**src/rtl/sync_fifo_param.sv**
```systemverilog
// sync_fifo_param: single-clock parametrised FIFO with standard or
// first-word-fall-through read, programmable almost-full/almost-empty
// thresholds, occupancy count and overflow/underflow error pulses.
module sync_fifo_param #(
  parameter int DATA_W    = 8,
  parameter int DEPTH     = 16,
  parameter int AF_THRESH = 14,
  parameter int AE_THRESH = 2,
  parameter int FWFT      = 0
) (
  input  logic                     clk,
  input  logic                     rst,
  input  logic                     w_en,
  input  logic [DATA_W-1:0]        data_in,
  input  logic                     r_en,
  output logic [DATA_W-1:0]        data_out,
  output logic                     full,
  output logic                     empty,
  output logic                     almost_full,
  output logic                     almost_empty,
  output logic [$clog2(DEPTH):0]   count,
  output logic                     overflow,
  output logic                     underflow
);

  localparam int AW = $clog2(DEPTH);
  localparam int PW = AW + 1;

  // Thresholds sized to the count width so flag compares stay width-matched.
  localparam logic [PW-1:0] DEPTH_C = PW'(DEPTH);
  localparam logic [PW-1:0] AF_C    = PW'(AF_THRESH);
  localparam logic [PW-1:0] AE_C    = PW'(AE_THRESH);

  logic [DATA_W-1:0] mem [DEPTH];

  // Pointers carry one extra MSB so a full FIFO (difference DEPTH) is
  // distinguishable from an empty one (difference 0).
  logic [PW-1:0] wr_ptr_reg, wr_ptr_next;
  logic [PW-1:0] rd_ptr_reg, rd_ptr_next;
  logic [PW-1:0] count_reg, count_next;
  logic          full_reg, empty_reg;
  logic          af_reg, ae_reg;
  logic          ovf_reg, unf_reg;
  logic          wr_ok, rd_ok;
  logic [AW-1:0] wr_addr, rd_addr;

  // Accept decisions use the registered flags of the current cycle, so a
  // full FIFO rejects a write even when a read frees a slot on the same edge.
  always_comb begin
    wr_ok       = w_en & ~full_reg;
    rd_ok       = r_en & ~empty_reg;
    wr_ptr_next = wr_ptr_reg + {{AW{1'b0}}, wr_ok};
    rd_ptr_next = rd_ptr_reg + {{AW{1'b0}}, rd_ok};
    count_next  = wr_ptr_next - rd_ptr_next;
    wr_addr     = wr_ptr_reg[AW-1:0];
    rd_addr     = rd_ptr_reg[AW-1:0];
  end

  // Storage array: write port only, contents are never reset.
  always_ff @(posedge clk) begin
    if (!rst && wr_ok) begin
      mem[wr_addr] <= data_in;
    end
  end

  // Pointers, count and all flags; flags come from the next count so they
  // always agree with the count register in the same cycle.
  always_ff @(posedge clk) begin
    if (rst) begin
      wr_ptr_reg <= '0;
      rd_ptr_reg <= '0;
      count_reg  <= '0;
      full_reg   <= 1'b0;
      empty_reg  <= 1'b1;
      af_reg     <= 1'b0;
      ae_reg     <= 1'b1;
      ovf_reg    <= 1'b0;
      unf_reg    <= 1'b0;
    end else begin
      wr_ptr_reg <= wr_ptr_next;
      rd_ptr_reg <= rd_ptr_next;
      count_reg  <= count_next;
      full_reg   <= (count_next == DEPTH_C);
      empty_reg  <= (count_next == '0);
      af_reg     <= (count_next >= AF_C);
      ae_reg     <= (count_next <= AE_C);
      ovf_reg    <= w_en & full_reg;
      unf_reg    <= r_en & empty_reg;
    end
  end

  // Read path selected at elaboration time.
  generate
    if (FWFT != 0) begin : g_fwft
      // Head of queue is presented directly; forced to zero while empty so
      // the output matches its reset value instead of stale memory.
      assign data_out = empty_reg ? '0 : mem[rd_addr];
    end else begin : g_std
      logic [DATA_W-1:0] dout_reg;

      // Registered read: popped word appears one cycle after the accepted
      // read and holds until the next accepted read.
      always_ff @(posedge clk) begin
        if (rst) begin
          dout_reg <= '0;
        end else if (rd_ok) begin
          dout_reg <= mem[rd_addr];
        end
      end

      assign data_out = dout_reg;
    end
  endgenerate

  assign full         = full_reg;
  assign empty        = empty_reg;
  assign almost_full  = af_reg;
  assign almost_empty = ae_reg;
  assign count        = count_reg;
  assign overflow     = ovf_reg;
  assign underflow    = unf_reg;

endmodule

```
**config.mk**
```make
export PLATFORM = sky130hd
export DESIGN_NAME = sync_fifo_param
export DESIGN_NICKNAME = d
export VERILOG_FILES = /design/src/rtl/sync_fifo_param.sv
export SDC_FILE = /design/constraint.sdc
export NUM_CORES = 1
export LEC_CHECK = 0
export CAP_MARGIN = 30
export CORE_UTILIZATION = 28
export CTS_BUF_LIST = sky130_fd_sc_hd__clkbuf_4 sky130_fd_sc_hd__clkbuf_8 sky130_fd_sc_hd__clkbuf_16
export DETAILED_ROUTE_END_ITERATION = 7
export DONT_BUFFER_PORTS = 1
export PLACE_DENSITY = 0.52
export SETUP_SLACK_MARGIN = 0.02
export SYNTH_ARGS = -nofsm -noshare
export SYNTH_HDL_FRONTEND = slang
export SYNTH_SLANG_ARGS = --single-unit
```
**constraint.sdc**
```tcl
create_clock -name clk -period 4.9 [get_ports clk]
set_clock_uncertainty 0.15 [all_clocks]
set_input_delay 0.98 -clock clk [delete_from_list [all_inputs] [get_ports clk]]
set_output_delay 0.98 -clock clk [all_outputs]
set_load 0.01 [all_outputs]
```
Word level (Yosys, flattened, before mapping). Memory sizes are Yosys's and may differ from the RTL's. A register that Yosys moved wholly into a read port is not among the register bits. Cells that the tools add are included.

Bits in registers: 21. Memory bits (writable): 128. Input port bits: 12. Output and inout port bits: 19. Word-level logic and storage cells: 27. Memories kept: 1.

Add/sub/neg operators: 3. Magnitude comparators: 2. Equality and inequality tests: 1. Mux-type cells: 2. Bitwise operators: 6. Reduce and logical (&&, ||, !) cells: 3.

Memory list: mem (depth 16, bits a word 8, rd ports 1, clocked after Yosys merged registers in 1, wr ports 1, RTL line 34) `logic [DATA_W-1:0] mem [DEPTH];`.

Operator list (number): 5-bit by 1-bit adder with 5-bit output (2); 5-bit equality test (second input constant) (1); 5-bit by 4-bit >= comparator with 1-bit output (second input constant) (1); 5-bit by 2-bit <= comparator with 1-bit output (second input constant) (1); 5-bit zero test (1); 5-bit subtractor (1); 1-bit AND (4); 1-bit 2-to-1 mux (2); 1-bit NOT (2); 1-bit logical AND (1); 1-bit zero test (1).

Longest topological paths before layout. Gate-level depths: netlist (run 1).

Word-level depth: 5. Mapped depth: 13. Mapped depth without buffers: 10.

Least setup slack after synthesis (run 1). No wires, ideal clock.

Path kind: input to register. Start: input r_en. End: register empty_reg (netlist: empty). Arrival time: 3474 ps. Required time: 4634 ps. Setup slack: 1159 ps. Cell stages on the path: 12. Path through: nand2b_1 clkbuf_1 clkbuf_1 inv_1 ha_1 ha_1 xnor2_1 ha_1 or2_2 a311oi_2 xnor2_1 a41o_1.

Cells in the longest elaborated chain, start to end: 4.

RTL lines: from (decl) (RTL line 15) `input logic r_en,`; 1-bit AND (RTL line 51) `rd_ok = r_en & ~empty_reg;`; 5-bit by 1-bit adder with 5-bit output (RTL line 53) `rd_ptr_next = rd_ptr_reg + {{AW{1'b0}}, rd_ok};`; named net rd_ptr_next[1] (RTL line 39) `logic [PW-1:0] rd_ptr_reg, rd_ptr_next;`; 5-bit subtractor (RTL line 54) `count_next = wr_ptr_next - rd_ptr_next;`; 5-bit zero test (RTL line 84) `empty_reg <= (count_next == '0);`; to (signal assigned) (RTL line 84); to (decl) (RTL line 41) `logic full_reg, empty_reg;`.

The timed path passes the listed nets, and every way through them passes these cells. A chain may end at the register's enable or synchronous reset.

Worst setup path in the final report (run 1). Same ends and word-level chain as after synthesis.

==> results of run 1 <==
stage by stage:
step	cells	setup slack (ps)	area, µm²
2_1_floorplan	350	1160	6100
3_3_place_gp	613	1100	6420
3_5_place_dp	617	1060	6450
4_1_cts	649	1520	7070
5_1_grt	649	1330	7070
6_report	649	1520	7070
cells in the mapped netlist (all sizes together):
library cell	number	area, µm²
o21ba	1	10.0
nor2	34	128
clkbuf	12	45.0
a41o	1	10.0
and2	1	6.26
a21oi	18	90.1
a22oi	17	128
or2	1	6.26
xnor2	6	52.6
ha	8	100
buf	6	26.3
o211ai	1	7.51
edfxtp	128	3840
dfxtp	29	581
inv	5	18.8
o311a	1	10.0
a21o	1	7.51
o21a	1	7.51
o21bai	1	7.51
or3	2	12.5
nor4b	1	15.0
xor2	6	60.1
a31o	1	8.76
a311oi	1	15.0
nand2b	5	31.3
mux4	32	721
nor2b	11	68.8
nand2	8	30.0
nand3	6	30.0
nor3	5	25.0
critical path, cell delays in order:
cell and delay, ps:
nand2b_1 460, inv_1 100, ha_1 220, ha_1 350, xnor2_1 160, ha_1 210
or2_2 340, a311oi_2 290, xnor2_1 180, a41o_1 260
worst max-delay path by stage:
stage / slack, ps / from / cells after the start / end
2_1_floorplan: 1160 / r_en / 12 / empty$_SDFF_PP1_
3_3_place_gp: 1100 / r_en / 10 / empty$_SDFF_PP1_
3_5_place_dp: 1060 / r_en / 10 / empty$_SDFF_PP1_
4_1_cts: 1520 / r_en / 10 / empty$_SDFF_PP1_
5_1_grt: 1330 / empty$_SDFF_PP1_ / 10 / full$_SDFF_PP0_
6_report: 1520 / r_en / 10 / empty$_SDFF_PP1_
where the power goes:
group | internal (µW) | switching (µW)
Combinational | 203 | 212
Clock | 779 | 573
Sequential | 1500 | 54.7
kinds of logic (layout without fill, tap and decap cells):
logic type	Yosys count	in the layout	share of synthesized area
flip-flops	157	157	0.725
multiplexers	32	32	0.118
buffers and inverters	23	47	0.0148
AO/OA/AOI/OAI	44	44	0.0494
XOR/XNOR	12	12	0.0185
AND/OR/NAND/NOR	74	74	0.0578
adder cells (fa/ha/maj)	8	8	0.0164
layer usage:
metal / global-route usage / wire [µm]
met1: 0.156 / 5500
met2: 0.196 / 6150
met3: 0.0466 / 804
met4: 0.0352 / 107
met5: 0 / 0
cell type report:
cell class,instances,share of cell area
multi-input cells,170,0.225
inverters,5,0.00266
flip-flops and latches,157,0.626
well taps,275,0.0487
clock buffers,18,0.0613
clock inverters,14,0.0257
repair buffers,10,0.0106
==> summary.txt, run 1 <==
STA
  • Setup TNS Final: 0 ps
  • Fin. max-slew vios: 0
  • Final setup fails: 0
  • Minimum clock period: around 3400 ps
  • RSZ-0062 raised after global routing: no
  • FMAX: slightly below 300 MHz
  • Final worst-path cycle share: 0.690
  • Final Hold Fails: 0
  • WHS: between 300 and 400 ps
  • Slew @ Worst Pin: 956 ps
  • Worst relative slew slack: 0.360

Pwr
  • PwrDens: ~470 mW/mm²
  • Total power: about 3300 µW
  • Worst VDD drop: 216 µV
  • Leak pwr: ~0.0023 µW

Setup path
  • Crit path DAT: between 3000 and 4000 ps
  • CP Max Fanout: 17
  • Reg-to-Reg Start: empty$_SDFF_PP1_
  • Critical Path RT: between 5000 and 6000 ps
  • R2r setup slk: 1570 ps
  • CP Class: primary input to flop
  • Worst reg2reg path endpoint: empty$_SDFF_PP1_
  • R2R depth: 10
  • Worst Setup End Kind: flop
  • Worst setup SP type: primary input

Global route
  • Grt ovf: 0
  • Vias in the first global route: roughly 3200
  • GRT Total Usage: 0.123
  • First-pass GRT wire length: around 20000 µm
  • Antenna violations before repair: 0
  • Largest net degree at the start of global routing: 35

Final layout
  • Diode count: 0
  • Fill cell count: about 2000
  • Most common cell after layout, fill and taps aside: edfxtp_1
  • Area of the multi-input gates: between 0.0015 and 0.002 mm²
  • Reg area: 0.00443 mm²
  • Fin nets: ~380
  • Area added between synthesis and finish: 15.8%
  • Number of flip-flops in the largest register: between 100 and 150
  • Fraction of layout cells with a size suffix above 1: 0.214
  • Most frequent cells in the layout: edfxtp_1 (128), nor2_1 (34), mux4_2 (32)
  • Fin util: 0.333
  • Most flops, register: mem

Drt
  • Routed Antenna Nets: 0
  • Drt wl/cell: between 15 and 20 µm
  • Via Count: ~3100
  • DR vias/cell: 4.71
  • Drt drc: 0
  • Routed WL: ~13000 µm
  • DR iter-0 viols: between 200 and 250
  • DR pass1 iterations: 4

CTS
  • Reg clk slew, reported paths: 70 ps
  • Num CTS Buffers: 17
  • CTS Hold Bufs: 0
  • Clk_lat worst skew: 420 ps
  • Clock Tree Buf Depth: 2
  • Post-CTS Setup Bufs: 0
  • CTS tree: built
  • Post_cts resized: 0
  • Htree depth: 4
  • # clock sinks: around 160
  • Root Buffer Master: clkbuf_16

Hold path
  • Hold EP: underflow$_SDFF_PP0_
  • Worst Hold Path Cells: 2
  • HP Class: flop to flop
  • Hold Startpoint: empty$_SDFF_PP1_

Status
  • Status: finished, final reports clean

Placed design
  • Detailed Place HPWL: ~8000 µm
  • GPL Wtd Cong: approximately 0.75
  • PortBufs: 0

Synth
  • Post-synthesis sequential area ratio: 0.725
  • Synthesized area per cell: between 15 and 20 µm²
  • Ys Warns: 0
  • Mapped Area: 0.00610 mm²
  • Synth Register Bits: 157
  • Post-Syn Instances: 350
  • Net Count, Synth: 370
  • Netlist cell types: 32

Floorplanning
  • Io pins: 31
  • Die area: ~0.022 mm²
  • Die Ht: about 150 µm
  • Core box area: ~0.021 mm²
  • Chip width: around 150 µm
  • Cell Rows: 53
  • Initial Utilization: 0.288

Job
  • Max-capacitance violation count: 0
No activity file was read; power rests on OpenSTA's default activity.
==> run 2: changes to the inputs <==
Clock period 4.9 ns to 3.4 ns, I/O delays scaled along.
==> summary.txt, run 2 (synthesized netlist as in run 1, its figures left out) <==
Status
  • Status: finished, final reports clean

Floorplanning
  • Die Ht: 150 µm
  • Cell Rows: 53
  • Initial Utilization: 0.288
  • Core box area: roughly 0.021 mm²
  • Chip width: about 150 µm
  • Io pins: 31
  • Die area: 0.0224 mm²

Pwr
  • Leak pwr: 0.00229 µW
  • PwrDens: around 660 mW/mm²
  • Worst VDD drop: 317 µV

Setup path
  • CP Max Fanout: 5
  • CP Buf/Inv Count: 0
  • Slowest stage delay, CP: 360 ps
  • Slowest cell on crit path: dfxtp_1
  • Critical path's top delay family: simple AND/OR/NAND/NOR gates
  • Crit path DAT: 3060 ps
  • CP cell instances: nor2b_1 -> ha_1 -> ha_1 -> xnor2_1 -> ha_1 -> or2_2 -> a311oi_2 -> xnor2_1 -> nor4b_2
  • Worst Setup End Kind: flop
  • Critical Path RT: roughly 3600 ps
  • CP Class: flop to flop
  • Worst setup SP type: flop
  • Most common cell on crit path: ha_1

Global route
  • Antenna violations before repair: 0
  • Vias in the first global route: approximately 3300
  • First-pass GRT wire length: around 19000 µm
  • GRT Total Usage: 0.124
  • Largest net degree at the start of global routing: 33
  • Grt ovf: 0

STA
  • Worst relative slew slack: 0.447
  • Final worst-path cycle share: 0.847
  • Final Hold Fails: 0
  • Final setup fails: 0
  • Fin. max-slew vios: 0
  • Slew @ Worst Pin: between 800 and 900 ps
  • RSZ-0062 raised after global routing: no
  • FMAX: about 350 MHz
  • Minimum clock period: 2880 ps
  • Setup TNS Final: 0 ps

CTS
  • Clk_lat worst skew: 420 ps
  • Num CTS Buffers: 17
  • Htree depth: 4
  • Post-CTS Setup Bufs: 0
  • CTS tree: built
  • Clock Tree Buf Depth: 2
  • # clock sinks: ~160
  • CTS Hold Bufs: 0
  • Reg clk slew, reported paths: around 70 ps
  • Root Buffer Master: clkbuf_16
  • Post_cts resized: 0

Drt
  • DR vias/cell: approximately 4.7
  • Via Count: 3088
  • Routed Antenna Nets: 0
  • DR iter-0 viols: 184
  • DR pass1 iterations: 4
  • Drt drc: 0
  • Routed WL: between 10000 and 15000 µm
  • Drt wl/cell: 19.1 µm

Final layout
  • Diode count: 0
  • Number of flip-flops in the largest register: approximately 130
  • Most common cell after layout, fill and taps aside: edfxtp_1
  • Fin util: 0.334
  • Fin area: between 0.007 and 0.008 mm²
  • Area added between synthesis and finish: 16.2%
  • Fin nets: between 300 and 400
  • Most flops, register: mem
  • Fraction of layout cells with a size suffix above 1: 0.232
  • Most frequent cells in the layout: edfxtp_1 (128), nor2_1 (34), mux4_2 (32)

Hold path
  • HP Class: primary input to flop

Placed design
  • GPL Wtd Cong: between 0.7 and 0.8
  • PortBufs: 0
  • Post-place instance area: 0.00652 mm²
  • Detailed Place HPWL: slightly below 8000 µm

Job
  • Max-capacitance violation count: 0
-- run 2: stage by stage --
stage          cells  setup slack [ps]  hold slack (ps)  power, µW
5_1_grt          658               360              140       4880
4_1_cts          658               504              147       4730
3_3_place_gp     626               302              345       2890
3_5_place_dp     626               217              344       2900
6_report         658               520              162       4670
2_1_floorplan    350              45.0              311       2760
-- run 2: path summary, 6_finish.rpt --
path	from	to	slack, ps	depth (start not counted)
hold / removal	rst	count[1]$_SDFF_PP0_	160	1
hold reg to reg	empty$_SDFF_PP1_	underflow$_SDFF_PP0_	360	2
setup reg to reg	full$_SDFF_PP0_	full$_SDFF_PP0_	520	9
setup / recovery	full$_SDFF_PP0_	full$_SDFF_PP0_	520	9
-- run 2: layout make-up --
cell class | count | area [µm²]
Fill cell | 2051 | 14100
Sequential cell | 157 | 4430
Multi-Input combinational cell | 170 | 1590
Clock buffer | 20 | 460
Tap cell | 275 | 344
Timing Repair Buffer | 19 | 143
Clock inverter | 12 | 110
Inverter | 5 | 18.8
-- run 2: worst reg2reg max path, cell delays in order (launching register included) --
cell and delay [ps]:
dfxtp_1 360, nor2b_1 290, ha_1 260, ha_1 270, xnor2_1 140, ha_1 210
or2_2 340, a311oi_2 290, xnor2_1 190, nor4b_2 290
-- run 2: report_power, final --
part	switching, µW	leakage, µW	internal (µW)	total, µW
combinational	309	0.000627	298	607
clock	770	0.000268	1060	1830
sequential	75.3	0.00139	2160	2240
total	1150	0.00229	3520	4670
-- run 2: routing by layer --
layer | up-vias | GRT usage | wire, µm
met5 | - | 0 | 0
met4 | 0 | 0.0490 | 180
met3 | 10 | 0.0357 | 642
met2 | 63 | 0.205 | 6160
met1 | 1612 | 0.151 | 5600
li1 | 1403 | - | -
